==> src/rtl/ps2_host_tx_if.sv <==
// ps2_host_tx_if: command-side handshake of the PS/2 host transmitter.
// The master modport is the command issuer. The slave modport is the transmitter.
interface ps2_host_tx_if;
    logic [7:0] TxData;
    logic       TxStart;
    logic       Busy;
    logic       Done;
    logic       Error;

    modport master (
        output TxData,
        output TxStart,
        input  Busy,
        input  Done,
        input  Error
    );

    modport slave (
        input  TxData,
        input  TxStart,
        output Busy,
        output Done,
        output Error
    );
endinterface

==> src/rtl/ps2_host_tx.sv <==
// ps2_host_tx: PS/2 host-to-device command transmitter.
// It performs the request-to-send sequence: the clock is inhibited, then the start bit is placed.
// It shifts the byte out with odd parity on the falling edges of the device clock.
// It then checks the device ACK and reports Done or Error.
// Both PS/2 lines are open-drain: an Oe of 1 pulls the line low, and the block never drives a 1.
// Optional: define PS2_TX_TIMEOUT_EN to abort a frame when the device clock stalls.
// The bound is TIMEOUT_CYCLES and it is checked in XFER and WAIT_IDLE.
module ps2_host_tx #(
    parameter int unsigned INHIBIT_CYCLES = 5000,
    parameter int unsigned TIMEOUT_CYCLES = 750000,
    parameter int unsigned SYNC_STAGES    = 2
) (
    input  logic                CLK,
    input  logic                Resetn,
    ps2_host_tx_if.slave        host,
    input  logic                Ps2ClkIn,
    input  logic                Ps2DataIn,
    output logic                Ps2ClkOe,
    output logic                Ps2DataOe
);

    // The phase counter first times the inhibit phase.
    // With the timeout enabled, it then times the device clock.
    // It is sized for whichever of the two phases is longer.
    localparam int unsigned LP_CNT_MAX = (INHIBIT_CYCLES > TIMEOUT_CYCLES) ? INHIBIT_CYCLES : TIMEOUT_CYCLES;
    localparam int unsigned LP_CNT_W   = $clog2(LP_CNT_MAX + 1);
    localparam logic [LP_CNT_W-1:0] LP_INHIBIT_LAST = LP_CNT_W'(INHIBIT_CYCLES - 1);
`ifdef PS2_TX_TIMEOUT_EN
    localparam logic [LP_CNT_W-1:0] LP_TIMEOUT_LAST = LP_CNT_W'(TIMEOUT_CYCLES - 1);
`endif

    typedef enum logic [2:0] {
        ST_IDLE      = 3'd0,
        ST_INHIBIT   = 3'd1,
        ST_REQ       = 3'd2,
        ST_XFER      = 3'd3,
        ST_WAIT_IDLE = 3'd4
    } state_t;

    state_t                 r_state;
    logic [SYNC_STAGES-1:0] r_clk_sync;
    logic [SYNC_STAGES-1:0] r_data_sync;
    logic                   r_clk_prev;
    logic [7:0]             r_data;
    logic                   r_par;
    logic [3:0]             r_bit;
    logic [LP_CNT_W-1:0]    r_cnt;
    logic                   r_busy;
    logic                   r_done;
    logic                   r_error;
    logic                   r_clk_oe;
    logic                   r_data_oe;

    logic                   w_clk_s;
    logic                   w_data_s;
    logic                   w_clk_fall;

    assign w_clk_s    = r_clk_sync[SYNC_STAGES-1];
    assign w_data_s   = r_data_sync[SYNC_STAGES-1];
    assign w_clk_fall = r_clk_prev & ~w_clk_s;

    assign host.Busy  = r_busy;
    assign host.Done  = r_done;
    assign host.Error = r_error;
    assign Ps2ClkOe   = r_clk_oe;
    assign Ps2DataOe  = r_data_oe;

    // Synchronize both PS/2 lines and keep the previous synced clock for edge detection.
    // The reset value is 1, the idle bus level, so that leaving reset creates no false edge.
    always_ff @(posedge CLK or negedge Resetn) begin
        if (!Resetn) begin
            r_clk_sync  <= {SYNC_STAGES{1'b1}};
            r_data_sync <= {SYNC_STAGES{1'b1}};
            r_clk_prev  <= 1'b1;
        end else begin
            r_clk_sync  <= {r_clk_sync[SYNC_STAGES-2:0], Ps2ClkIn};
            r_data_sync <= {r_data_sync[SYNC_STAGES-2:0], Ps2DataIn};
            r_clk_prev  <= w_clk_s;
        end
    end

    // Frame sequencer: it drives the inhibit and request phases, the bit shifting, and the ACK check.
    // All outputs are registered.
    always_ff @(posedge CLK or negedge Resetn) begin
        if (!Resetn) begin
            r_state   <= ST_IDLE;
            r_data    <= 8'h00;
            r_par     <= 1'b0;
            r_bit     <= 4'd0;
            r_cnt     <= '0;
            r_busy    <= 1'b0;
            r_done    <= 1'b0;
            r_error   <= 1'b0;
            r_clk_oe  <= 1'b0;
            r_data_oe <= 1'b0;
        end else begin
            r_done  <= 1'b0;
            r_error <= 1'b0;
            case (r_state)
                ST_IDLE: begin
                    if (host.TxStart) begin
                        r_data   <= host.TxData;
                        r_par    <= ~^host.TxData;
                        r_busy   <= 1'b1;
                        r_clk_oe <= 1'b1;
                        r_cnt    <= '0;
                        r_state  <= ST_INHIBIT;
                    end else begin
                        r_busy <= 1'b0;
                    end
                end
                ST_INHIBIT: begin
                    if (r_cnt == LP_INHIBIT_LAST) begin
                        r_data_oe <= 1'b1;
                        r_state   <= ST_REQ;
                    end else begin
                        r_cnt <= r_cnt + LP_CNT_W'(1);
                    end
                end
                ST_REQ: begin
                    // Release the clock while the start bit stays on the data line.
                    r_clk_oe <= 1'b0;
                    r_bit    <= 4'd0;
                    r_cnt    <= '0;
                    r_state  <= ST_XFER;
                end
                ST_XFER: begin
                    if (w_clk_fall) begin
                        r_bit <= r_bit + 4'd1;
                        r_cnt <= '0;
                        case (r_bit)
                            4'd0, 4'd1, 4'd2, 4'd3,
                            4'd4, 4'd5, 4'd6, 4'd7: r_data_oe <= ~r_data[r_bit[2:0]];
                            4'd8:                   r_data_oe <= ~r_par;
                            4'd9:                   r_data_oe <= 1'b0;
                            default: begin
                                // This is the 11th edge. The device ACKs by holding data low.
                                if (!w_data_s) begin
                                    r_state <= ST_WAIT_IDLE;
                                end else begin
                                    r_error   <= 1'b1;
                                    r_busy    <= 1'b0;
                                    r_data_oe <= 1'b0;
                                    r_state   <= ST_IDLE;
                                end
                            end
                        endcase
`ifdef PS2_TX_TIMEOUT_EN
                    end else if (r_cnt == LP_TIMEOUT_LAST) begin
                        r_error   <= 1'b1;
                        r_busy    <= 1'b0;
                        r_clk_oe  <= 1'b0;
                        r_data_oe <= 1'b0;
                        r_state   <= ST_IDLE;
                    end else begin
                        r_cnt <= r_cnt + LP_CNT_W'(1);
                    end
`else
                    end else begin
                        r_state <= ST_XFER;
                    end
`endif
                end
                ST_WAIT_IDLE: begin
                    if (w_clk_s && w_data_s) begin
                        r_done  <= 1'b1;
                        r_busy  <= 1'b0;
                        r_state <= ST_IDLE;
`ifdef PS2_TX_TIMEOUT_EN
                    end else if (w_clk_fall) begin
                        r_cnt <= '0;
                    end else if (r_cnt == LP_TIMEOUT_LAST) begin
                        r_error   <= 1'b1;
                        r_busy    <= 1'b0;
                        r_clk_oe  <= 1'b0;
                        r_data_oe <= 1'b0;
                        r_state   <= ST_IDLE;
                    end else begin
                        r_cnt <= r_cnt + LP_CNT_W'(1);
                    end
`else
                    end else begin
                        r_state <= ST_WAIT_IDLE;
                    end
`endif
                end
                default: begin
                    r_busy    <= 1'b0;
                    r_clk_oe  <= 1'b0;
                    r_data_oe <= 1'b0;
                    r_state   <= ST_IDLE;
                end
            endcase
        end
    end

endmodule

==> src/flat_wrapper.sv <==
// flat-port wrapper written by rule: the top's interface ports become plain ports
module ps2_host_tx_flat 
#(
    parameter int unsigned INHIBIT_CYCLES = 5000,
    parameter int unsigned TIMEOUT_CYCLES = 750000,
    parameter int unsigned SYNC_STAGES    = 2
)
  (CLK, Resetn, Ps2ClkIn, Ps2DataIn, Ps2ClkOe, Ps2DataOe, host_TxData, host_TxStart, host_Busy, host_Done, host_Error);
  ps2_host_tx_if host_i ();
  input  logic CLK;
  input  logic Resetn;
  input  logic Ps2ClkIn;
  input  logic Ps2DataIn;
  output logic Ps2ClkOe;
  output logic Ps2DataOe;
  input wire logic [$bits(host_i.TxData)-1:0] host_TxData;
  input wire logic [$bits(host_i.TxStart)-1:0] host_TxStart;
  output wire logic [$bits(host_i.Busy)-1:0] host_Busy;
  output wire logic [$bits(host_i.Done)-1:0] host_Done;
  output wire logic [$bits(host_i.Error)-1:0] host_Error;
  assign host_i.TxData = host_TxData;
  assign host_i.TxStart = host_TxStart;
  assign host_Busy = host_i.Busy;
  assign host_Done = host_i.Done;
  assign host_Error = host_i.Error;
  ps2_host_tx #(.INHIBIT_CYCLES(INHIBIT_CYCLES), .TIMEOUT_CYCLES(TIMEOUT_CYCLES), .SYNC_STAGES(SYNC_STAGES)) u_core (.CLK(CLK), .Resetn(Resetn), .host(host_i), .Ps2ClkIn(Ps2ClkIn), .Ps2DataIn(Ps2DataIn), .Ps2ClkOe(Ps2ClkOe), .Ps2DataOe(Ps2DataOe));
endmodule
==> config.mk <==
export PLATFORM = sky130hd
export DESIGN_NAME = ps2_host_tx_flat
export DESIGN_NICKNAME = d
export VERILOG_FILES = /design/src/rtl/ps2_host_tx_if.sv /design/src/rtl/ps2_host_tx.sv /design/src/flat_wrapper.sv
export SDC_FILE = /design/constraint.sdc
export NUM_CORES = 1
export LEC_CHECK = 0
export ABC_AREA = 1
export ABC_CLOCK_PERIOD_IN_PS = 2300
export CAP_MARGIN = 25
export CORE_ASPECT_RATIO = 0.9
export CORE_MARGIN = 2
export CORE_UTILIZATION = 55
export CTS_BUF_LIST = sky130_fd_sc_hd__clkbuf_8
export DETAILED_ROUTE_END_ITERATION = 12
export GPL_TIMING_DRIVEN = 1
export PLACE_DENSITY_LB_ADDON = 0.2
export SYNTH_ARGS = -nofsm -noshare
export SYNTH_HDL_FRONTEND = slang
export SYNTH_SLANG_ARGS = --single-unit
==> constraint.sdc <==
create_clock -name CLK -period 2.3 [get_ports CLK]
set_input_delay 0.23 -clock CLK [delete_from_list [all_inputs] [get_ports CLK]]
set_output_delay 0.23 -clock CLK [all_outputs]
set_load 0.005 [all_outputs]
Yosys cells after proc, flatten, opt, wreduce, memory -nomap -nowiden
Index checks and enable logic that the tools add are counted.

word-level totals
  bits in registers = 46
  memories kept = 0
  latch bits = 0
  memory bits (writable) = 0
  memory bits (read-only) = 0
  input port bits = 13

operators by class
  reductions and logical operators = 18
  magnitude comparators = 1
  mux-type cells = 33
  shifts and indexed selects = 0
  divide/modulo/power cells = 0
  equality and inequality tests = 23
  bitwise gates (word level) = 7
  multipliers = 0
  $add $sub $neg = 2

operators by type and width
  cell                     count
  $pmux W20 S4             1
  $mux W20                 3
  $add A20 B1 Y20 const B  1
  $eq A20 B13 Y1 const B   1
  $mux W3                  6
  $eq A4 B3 Y1 const B     4
  $mux W1                  15
  $pmux W3 S5              1
  $reduce_or A10 Y1        1
  $eq A4 B2 Y1 const B     2
  $eq A4 B4 Y1 const B     2
  $ne A2 B1 Y1 const B     4
  $pmux W4 S2              1
  $reduce_and A4 Y1        2
  $reduce_or A8 Y1         1
  $reduce_xnor A8 Y1       1
  $eq A3 B2 Y1 const B     2
  $ne A2 B2 Y1 const B     3
  $not A1 Y1               6
  $pmux W1 S3              2
  $reduce_and A2 Y1        3
  $reduce_or A3 Y1         2
  $ne A5 B4 Y1 const B     1
  $reduce_and A5 Y1        1
  18 further kinds         18

Logic depth before layout (Yosys ltp)
Gate-level depths: netlist (run 1).

  depth in word-level cells = 6
  mapped depth = 11
  gate-level depth less buffers = 11

Worst setup path before layout (run 1)
No wires, ideal clock.

  path type = reg2reg
  start point = register u_core.r_cnt[0]
  end point = register u_core.r_cnt[12]
  buffers on the path = 1
  data required time = 2.183 ns
  path slack = 0.777 ns
  setup time = 0.117 ns
  cell stages (with the launch flop) = 12
  arrival = 1.406 ns
  clock period less this slack = 1.523 ns
  cells stage by stage = dfrtp_1 ha_1 nand2_1 inv_1 nand2_1 nor2_1 nand3_1 nand2_1 nand2_2 buf_6 nand2_1 nand2_1

between the ends
  longest elaborated chain between the ends = 3
  elaborated cells on any way between the ends = 6

ends and longest elaborated chain
  item                                               line                                    RTL
  start: declaration                                 ps2_host_tx.sv:47                       logic [LP_CNT_W-1:0] r_cnt;
  start signal: assignment                           ps2_host_tx.sv:117                      r_cnt <= r_cnt + LP_CNT_W'(1);
  $add A20 B1 Y20 or $eq A20 B13 Y1 (tied branches)  ps2_host_tx.sv:117, ps2_host_tx.sv:113
  $mux W20 or $ne A2 B2 Y1 (tied branches)           n/a
  $pmux W20 S4 or $reduce_and A4 Y1 (tied branches)  n/a

Parallel ways exist; a longest one is shown, timed or not. The select of a mux whose other input is x is not followed.
A chain may end at the register's enable or synchronous reset.

Final worst setup path (run 1)
  start point = register u_core.r_state[2]
  end point = register u_core.r_cnt[6]

between the ends
  longest elaborated chain between the ends = 3
  elaborated cells on any way between the ends = 10

ends and longest elaborated chain
  item                                                   line                RTL
  start: declaration                                     ps2_host_tx.sv:40   state_t r_state;
  start signal: assignment                               ps2_host_tx.sv:86   r_state <= ST_IDLE;
  start signal: assignment                               ps2_host_tx.sv:107  r_state <= ST_INHIBIT;
  start signal: assignment                               ps2_host_tx.sv:115  r_state <= ST_REQ;
  $eq A3 B1 Y1 (tied with other cells)                   ps2_host_tx.sv:99   case (r_state)
  $ne A2 B2 Y1 (no source line) (tied with other cells)  n/a
  $reduce_and A4 Y1 (no source line)                     n/a

Parallel ways exist; a longest one is shown, timed or not.

==> results summary, run 1 <==
The die height came out at a little over 70 um. The antenna diode instance count came out at 0. The number of input and output port buffers inserted is 17. Summing all multi-input logic gate instances after layout gives 0.00134 sq mm.

Hold timing on the final database bottoms out at a slack of 0.318 ns. A synthesized cell averages slightly above 7 sq um. The number of pins with negative max-slew slack in the final report was 0.

The pin count of the biggest net entering global routing came out at 29. The worst setup path is of the flip-flop to flip-flop kind. The worst path needs 1.91 ns of the cycle, external delays included. TritonCTS built the clock tree. The number of iterations in the first detailed-routing pass came out at 4. The layout has around 430 filler cells.

Clock-pin slew was measured on the worst setup and hold paths at 0.08 ns. The cell area after synthesis is 0.00270 sq mm. The largest delay contributor family on the critical path is simple AND/OR/NAND/NOR gates.

Summed over all nets, the half-perimeter wirelength after detailed placement is about 4600 um. The final worst-path cycle share came out at 82.9%. The number of top-level design ports is 18. The worst vdd rail ir drop came out at 0.576 mV. At the placement stage, the worst setup path has a slack of ~0.41 ns. The pin slew with the least headroom to its limit is around 0.65 ns.

The part of the total power dissipated in combinational logic came out at roughly two fifths. The slowest stage of the critical path is the sky130_fd_sc_hd__dfrtp_1 cell. The synthesis-to-finish area growth is 12.9%. The number of setup violations in the final report is 0. In the synthesized netlist the dominant register cell turns out to be sky130_fd_sc_hd__dfrtp_1. The tool flagged a number of max-cap violations equal to 0. The full die area came out at 0.00548 sq mm. After floorplanning, the core was divided into 24 placement rows. Leaving out fill and tap cells, the most frequent cells in the layout are 114 x sky130_fd_sc_hd__nand2_1, 54 x sky130_fd_sc_hd__nand3_1, 43 x sky130_fd_sc_hd__inv_1. After detailed routing, the number of remaining DRC violations is 0. The first global-routing pass estimated 10700 um of wire. The internal power came out at 0.00156 W. The switching power came out at 0.00111 W. The delay of the slowest critical-path stage came out at 0.46 ns.

The number of global-route vias before repair is 2444. The share of the Yosys chip area taken by registers is 42.9%. The effective utilization at floorplan is 56.5%. The clock tree synthesis step divided the H-tree into 2 levels. The signal on the critical path passes through nor2_2 -> nand2_1 -> nor2_2 -> nor3_2 -> nand2_1 -> nand2_2 -> o21ai_0. The fraction of registers with async set/reset is 100%.

The switching power as a share of total power came out at 41.7%. The count of vias placed by the detailed router came out at 2441. STA classifies the critical path startpoint as a flip-flop. The count of flip-flops with a built-in enable after synthesis is 0. For this design the static power due to leakage is 1.44 nW. The initial antenna violation count is 0. The sequential power share is 41.7%. The library cell used most frequently in the layout, excluding fill and tap cells, is sky130_fd_sc_hd__nand2_1.

The worst hold path belongs to the class primary input to flip-flop. The number of flip-flops and latches in the synthesized netlist is between 40 and 50. The maximum operating frequency came out at 524 MHz. Clock tree synthesis inserted a total of 5 buffers. The total global routing track utilization came out at 25.0%. The share of the synthesized area in the top cell type came out at between 30% and 40%. The deepest clock path buffer count came out at 2. In the post-synthesis netlist, the biggest area contributors are sky130_fd_sc_hd__dfrtp_1 38%, sky130_fd_sc_hd__nand2_1 16%, sky130_fd_sc_hd__nand3_1 10%. The yosys synthesis warning count is 0. The number of DRC markers after the initial detailed-route iteration came out at 163. The fraction of layout cells with a size suffix above 1 is under 10%.

The sum of negative setup slack is 0 ns. STA classifies the critical path endpoint as a flip-flop. Across the whole layout, storage elements account for 0.00116 sq mm. The largest fanout of any net on the critical path is 15. The cell count after synthesis came out at 372. The routed wire length per instance is 13.1 um. The total clock sinks is 46. The number of library cell types mapped by synthesis is 27.

The worst pin sits at a relative slew slack of roughly 57%. Setup repair after global routing left no endpoint under its margin. The standard cell core area came out at 0.00477 sq mm. The detail-routed via count per cell is 5.27. The clock power share came out at 18.5%. The flow ran to the end, and the final reports show no timing, DRC or antenna violations. In this run the clock root is driven by a sky130_fd_sc_hd__clkbuf_8. The number of buffers added for setup after CTS came out at 0.

The total wirelength of the detailed-routed design is between 6000 and 7000 um. The worst-case setup margin in the final layout is 0.393 ns. The required time at the worst-slack endpoint came out at about 2.5 ns.

In this run the remaining antenna-violating nets after routing total 0. Of all cell types, the one taking the most synthesized area is sky130_fd_sc_hd__dfrtp_1. The arrival time reported for the critical path endpoint came out at ~2.1 ns.

The leftover overflow at the end of global routing is 0. The final-stage net count is 415. For the final database, setup skew stands at 0.00797 ns. The clock insertion delay at the later pin of the skew report is 0.31 ns. The final weighted congestion in routability-driven placement came out at 0.916.

Dividing total power by cell area gives a power density of 876 mW/mm^2. Counting both buffers and inverters, the worst setup path holds a total of 0. The overall die width is 77.8 um.

The number of nets produced by synthesis is 390. The final number of hold-violating endpoints is 0.
worst paths after layout:
check	startpoint	endpoint	slack, ns	cells past startpoint
setup reg to reg	u_core.r_state[2]$_DFFE_PN0P_	u_core.r_cnt[6]$_DFFE_PN0P_	0.39	7
min in group asynchronous	Resetn	u_core.r_cnt[11]$_DFFE_PN0P_	0.47	2
hold / removal	Ps2DataIn	u_core.r_data_sync[0]$_DFF_PN1_	0.32	1
setup / recovery	u_core.r_state[2]$_DFFE_PN0P_	u_core.r_cnt[6]$_DFFE_PN0P_	0.39	7
hold reg to reg	u_core.r_clk_sync[0]$_DFF_PN1_	u_core.r_clk_sync[1]$_DFF_PN1_	0.36	0
max in group asynchronous	Resetn	u_core.r_clk_prev$_DFF_PN1_	1.17	3
cell type report:
type | count | area share (%)
clock buffers | 5 | 2.26
flip-flops and latches | 46 | 38.0
clock inverters | 3 | 0.575
repair buffers | 23 | 6.98
well taps | 65 | 2.67
inverters | 44 | 5.42
multi-input cells | 277 | 44.1
repair_timing:
item / CTS / global route
resized for setup: 0 / 0
setup endpoints to repair: 0 / 0
hold endpoints to repair: 26 / 0
hold buffers: 1 / 0
state kept, by name, summed over array words and instances, names as in the netlist, 2 cells and up:
signal,flops
u_core.r_bit,4
u_core.r_clk_sync,2
u_core.r_cnt,20
u_core.r_data,8
u_core.r_data_sync,2
u_core.r_state,3
power groups by stage:
stage | combinational (W) | clock, W | sequential [W]
floorplan | 0.000782 | 0 | 0.00109
finish | 0.00106 | 0.000492 | 0.00111
global route | 0.00122 | 0.000535 | 0.00114
detailed placement | 0.00106 | 0 | 0.00112
CTS | 0.00107 | 0.000511 | 0.00111
global placement | 0.00103 | 0 | 0.00112
layer usage:
metal	part of all wire (%)	up-vias	global-route usage, %	routed length (um)
li1	-	1250	-	-
met1	45	1124	31.0	2750
met2	48	57	42.0	2890
met3	4.8	10	4.13	294
met4	2.1	0	12.7	126
met5	0	-	0	0
cell usage after synthesis (all sizes together), types with 2 or more instances:
library cell and count:
nand2 116, nand3 54, inv 43, dfrtp 41, nor2 38, o21ai 22
nor3 13, nand4 8, xor2 7, a21oi 5, dfstp 5, ha 5
xnor2 5, buf 4, a31oi 2
through the flow:
stage / instance area [sq um] / std cells / total power [W] / utilization, %
CTS: 3050 / 463 / 0.00269 / 63.8
global placement: 2950 / 454 / 0.00216 / 61.8
floorplan: 2700 / 372 / 0.00187 / -
finish: 3050 / 463 / 0.00267 / 63.8
global route: 3050 / 463 / 0.00289 / 63.8
detailed placement: 2950 / 454 / 0.00219 / 61.8
cell families (layout without fill, tap and decap cells):
kind of cell	count (synthesis)	after routing	share of synthesized area, %
and+or+nand+nor	231	231	37.4
AOI/OAI and AO/OA	29	29	6.17
DFF	46	46	42.9
xor gates and xnor gates	12	12	3.89
buffers and inverters	49	75	7.32
adders and majority gates	5	5	2.32
Note: power is estimated with default switching activity, not from simulation.
==> inputs of run 2 (changes only) <==
ABC_CLOCK_PERIOD_IN_PS = 1800   (was 2300)
clock period = 1.8 ns   (was 2.3 ns; I/O delays follow)
==> run 2 against run 1 <==
Via count rose by 3.5%. Non-clock buffer count is 3 higher. Global-route usage is 0.11 points lower. Power up 37%. Sequential power grew 25%. Cell area rose by 1.8%. Clock power up 56%. Final cell count grew 0.65%. Critical path type unchanged. Critical endpoint is now u_core.r_cnt[5]$_DFFE_PN0P_. Highest routed layer unchanged.
==> results summary, run 2 (synthesis gave the netlist of run 1 again) <==
In this design, the critical path's most frequently occurring cell is sky130_fd_sc_hd__nand2_1. The deepest clock path buffer count came out at 2 (unchanged). The slowest stage cell on the critical path is sky130_fd_sc_hd__dfrtp_1. The fraction of layout cells with a size suffix above 1 came out at 9.23% (+1.2 points).

The antenna diode instance count was 0 (unchanged). The worst hold path terminates at u_core.r_data_sync[0]$_DFF_PN1_. The initial antenna violation count is 0 (unchanged). The first-pass GRT wire length is 10900 um (+1.5%). The register with the highest flop count is u_core.r_cnt. In this run the most critical hold path is launched from Ps2DataIn. The number of flip-flops under the largest register name is 20 (unchanged). The maximum operating frequency came out at 615 MHz (+17%).

The post-route core utilization is 65.0% (+1.2 points). The final number of hold-violating endpoints is 0 (unchanged). The final critical delay including setup and external delays is 1.63 ns (-0.281 ns). In this run the critical register-to-register path is launched from u_core.r_cnt[1]$_DFFE_PN0P_.

Traced cell by cell, the critical path runs through ha_1 -> nand2_1 -> inv_1 -> nand2_1 -> nor2_1 -> nand3_1 -> nand2_1 -> nand2_4 -> o21ai_0. The number of cells on the worst hold path came out at 1 (unchanged). The count of maximum capacitance violations is 0 (unchanged).

The clock-pin slew on the worst setup and hold paths came out at 0.08 ns (about the same). The instance area at placement is 0.00297 sq mm (+0.76%). The worst slack at placement came out at 0.123 ns (-0.290 ns). The overall die width is 77.8 um (unchanged). The flop-to-flop setup slack is 0.17 ns (-0.22 ns). The number of DRC markers after the initial detailed-route iteration is 207 (+27%). The final worst-path cycle share came to 90.4% (+7.5 points).

The pin slew with the least headroom to its limit is 0.579 ns (-0.0692 ns). In this run the critical register-to-register path is captured at u_core.r_cnt[5]$_DFFE_PN0P_. The cell sitting at the root of the clock tree is a sky130_fd_sc_hd__clkbuf_8. The final-stage net count came out at 418 (+0.72%). The count of vias placed by the detailed router came out at 2527 (+3.5%).

The number of setup violations in the final report is 0 (unchanged). The worst vdd rail ir drop is 0.866 mV (+50%). The library cells used most frequently in the layout, excluding fill and tap cells, are 113 x sky130_fd_sc_hd__nand2_1, 54 x sky130_fd_sc_hd__nand3_1, 43 x sky130_fd_sc_hd__inv_1. The final antenna-violating net count came out at 0 (unchanged). The number of H-tree branching levels came out at 2 (unchanged). The number of top-level design ports came to 18 (unchanged). The residual DRC count was 0 (unchanged).

The number of placement rows was 24 (unchanged). The largest fanout of any net on the critical path came out at 15 (unchanged). The maximum clock skew at final layout came out at 0.00474 ns (-0.00323 ns).

The detail-routed via count per cell is 5.42 (+2.9%). The number of input and output port buffers inserted came out at 17 (unchanged). The synthesis-to-finish area growth came out at 15.0%.

The total wirelength of the detailed-routed design came out at 6160 um (+1.6%). The number of iterations in the first detailed-routing pass came out at 5 (+1). TritonCTS built the clock tree. The critical path is of the flip-flop to flip-flop type.

The effective utilization at floorplan is 56.5% (unchanged). The total global routing track utilization was 24.9% (-0.11 points). The cell area power density is 1170 mW/mm^2 (+34%). The routed wire length per instance came out at 13.2 um (+0.95%). The number of buffers added for setup after CTS is 0 (unchanged). The pin count of the biggest net entering global routing came out at 47 (+62%). The leakage power summed over all cells came out at 1.47 nW (+2.0%). The delay of the slowest critical-path stage came out at 0.38 ns (-0.08 ns). The largest registers in the layout are u_core.r_cnt (20), u_core.r_data (8), u_core.r_bit (4). STA classifies the critical path endpoint as a flip-flop. The total clock sinks is 46 (unchanged). The number of global-route vias before repair came to 2463 (+0.78%). The required time at the worst-slack endpoint is 2.02 ns (-0.50 ns). The clock buffer count from CTS is 5 (unchanged).

The number of pins with negative max-slew slack in the final report came to 0 (unchanged). The clock insertion delay at the later pin of the skew report came out at 0.30 ns (about the same). The post-detailed-placement half-perimeter wirelength is 4530 um (-1.6%). The library cell used most frequently in the layout, excluding fill and tap cells, is sky130_fd_sc_hd__nand2_1.

The leftover overflow at the end of global routing is 0 (unchanged). The standard cell core area is 0.00477 sq mm (unchanged). The arrival time reported for the critical path endpoint is 1.85 ns (-0.28 ns).

The full die area came out at 0.00548 sq mm (unchanged). The worst min-delay path class is primary input to flip-flop. The final design area excluding fillers came out at 0.00310 sq mm (+1.8%).

The relative slew slack came out at 61.4% (+4.6 points). The run finished with clean final reports. The final weighted congestion in routability-driven placement came to 0.945 (+3.1%). The worst-case setup margin in the final layout came to 0.173 ns (-0.219 ns). STA classifies the critical path startpoint as a flip-flop. The die height is 70.5 um (unchanged). The number of cell instances on the worst register-to-register path was 9 (+2).
==> run 2: per-stage QoR <==
stage	total power, W	TNS, ns	std cells	hold slack [ns]
CTS	0.00365	0	466	0.271
floorplan	0.00239	0	372	-0.116
global route	0.00394	-0.00531	466	0.290
global placement	0.00285	0	457	0.299
finish	0.00364	0	466	0.277
detailed placement	0.00287	0	457	0.297
==> run 2: worst max-delay path by stage <==
| stage | startpoint | to | slack [ns] | cells past startpoint |
|---|---|---|---|---|
| detailed placement | u_core.r_cnt[1]$_DFFE_PN0P_ | u_core.r_cnt[5]$_DFFE_PN0P_ | 0.12 | 9 |
| global placement | host_TxStart | u_core.r_cnt[6]$_DFFE_PN0P_ | 0.17 | 6 |
| finish | u_core.r_cnt[1]$_DFFE_PN0P_ | u_core.r_cnt[5]$_DFFE_PN0P_ | 0.17 | 9 |
| global route | u_core.r_state[2]$_DFFE_PN0P_ | u_core.r_cnt[6]$_DFFE_PN0P_ | -0.005 | 7 |
| CTS | u_core.r_state[2]$_DFFE_PN0P_ | u_core.r_cnt[5]$_DFFE_PN0P_ | 0.1 | 7 |
| floorplan | u_core.r_cnt[0]$_DFFE_PN0P_ | u_core.r_cnt[12]$_DFFE_PN0P_ | 0.28 | 11 |
==> run 2: worst max-delay path, delay by kind of cell, from the launching register on <==
kind / cells / cell delay (ns)
flip-flops: 1 / 0.38
adder cells (fa/ha/maj): 1 / 0.21
AND/OR/NAND/NOR: 6 / 0.67
buffers and inverters: 1 / 0.08
AO/OA/AOI/OAI: 1 / 0.20
==> run 2: per-layer routing <==
| metal | track usage, % | share of wire (%) | vias to the layer above |
|---|---|---|---|
| li1 | - | - | 1252 |
| met1 | 32.6 | 46 | 1191 |
| met2 | 42.0 | 48 | 70 |
| met3 | 3.88 | 4.2 | 14 |
| met4 | 8.53 | 2.0 | 0 |
| met5 | 0 | 0 | - |
==> run 2: where the power goes <==
| part | leakage [nW] | internal, W | total (W) | switching, W |
|---|---|---|---|---|
| Combinational | 0.810 | 0.000522 | 0.00148 | 0.000963 |
| Sequential | 0.600 | 0.00124 | 0.00139 | 0.000146 |
| Clock | 0.0556 | 0.000409 | 0.000769 | 0.000360 |
| Total | 1.46 | 0.00217 | 0.00364 | 0.00147 |
==> run 2: cell type report <==
| type | instances | area [sq um] |
|---|---|---|
| clock buffers | 5 | 68.8 |
| clock inverters | 3 | 41.3 |
| fillers | 424 | 1670 |
| inverters | 44 | 165 |
| multi-input cells | 277 | 1350 |
| flip-flops and latches | 46 | 1160 |
| well taps | 65 | 81.3 |
| repair buffers | 26 | 235 |
==> run 2: what timing repair did <==
item                                   in CTS  in global routing
setup endpoints to repair                   0                 14
hold buffers                                1                  0
resized for setup                           0                  3
endpoints found under the hold margin      41                  0
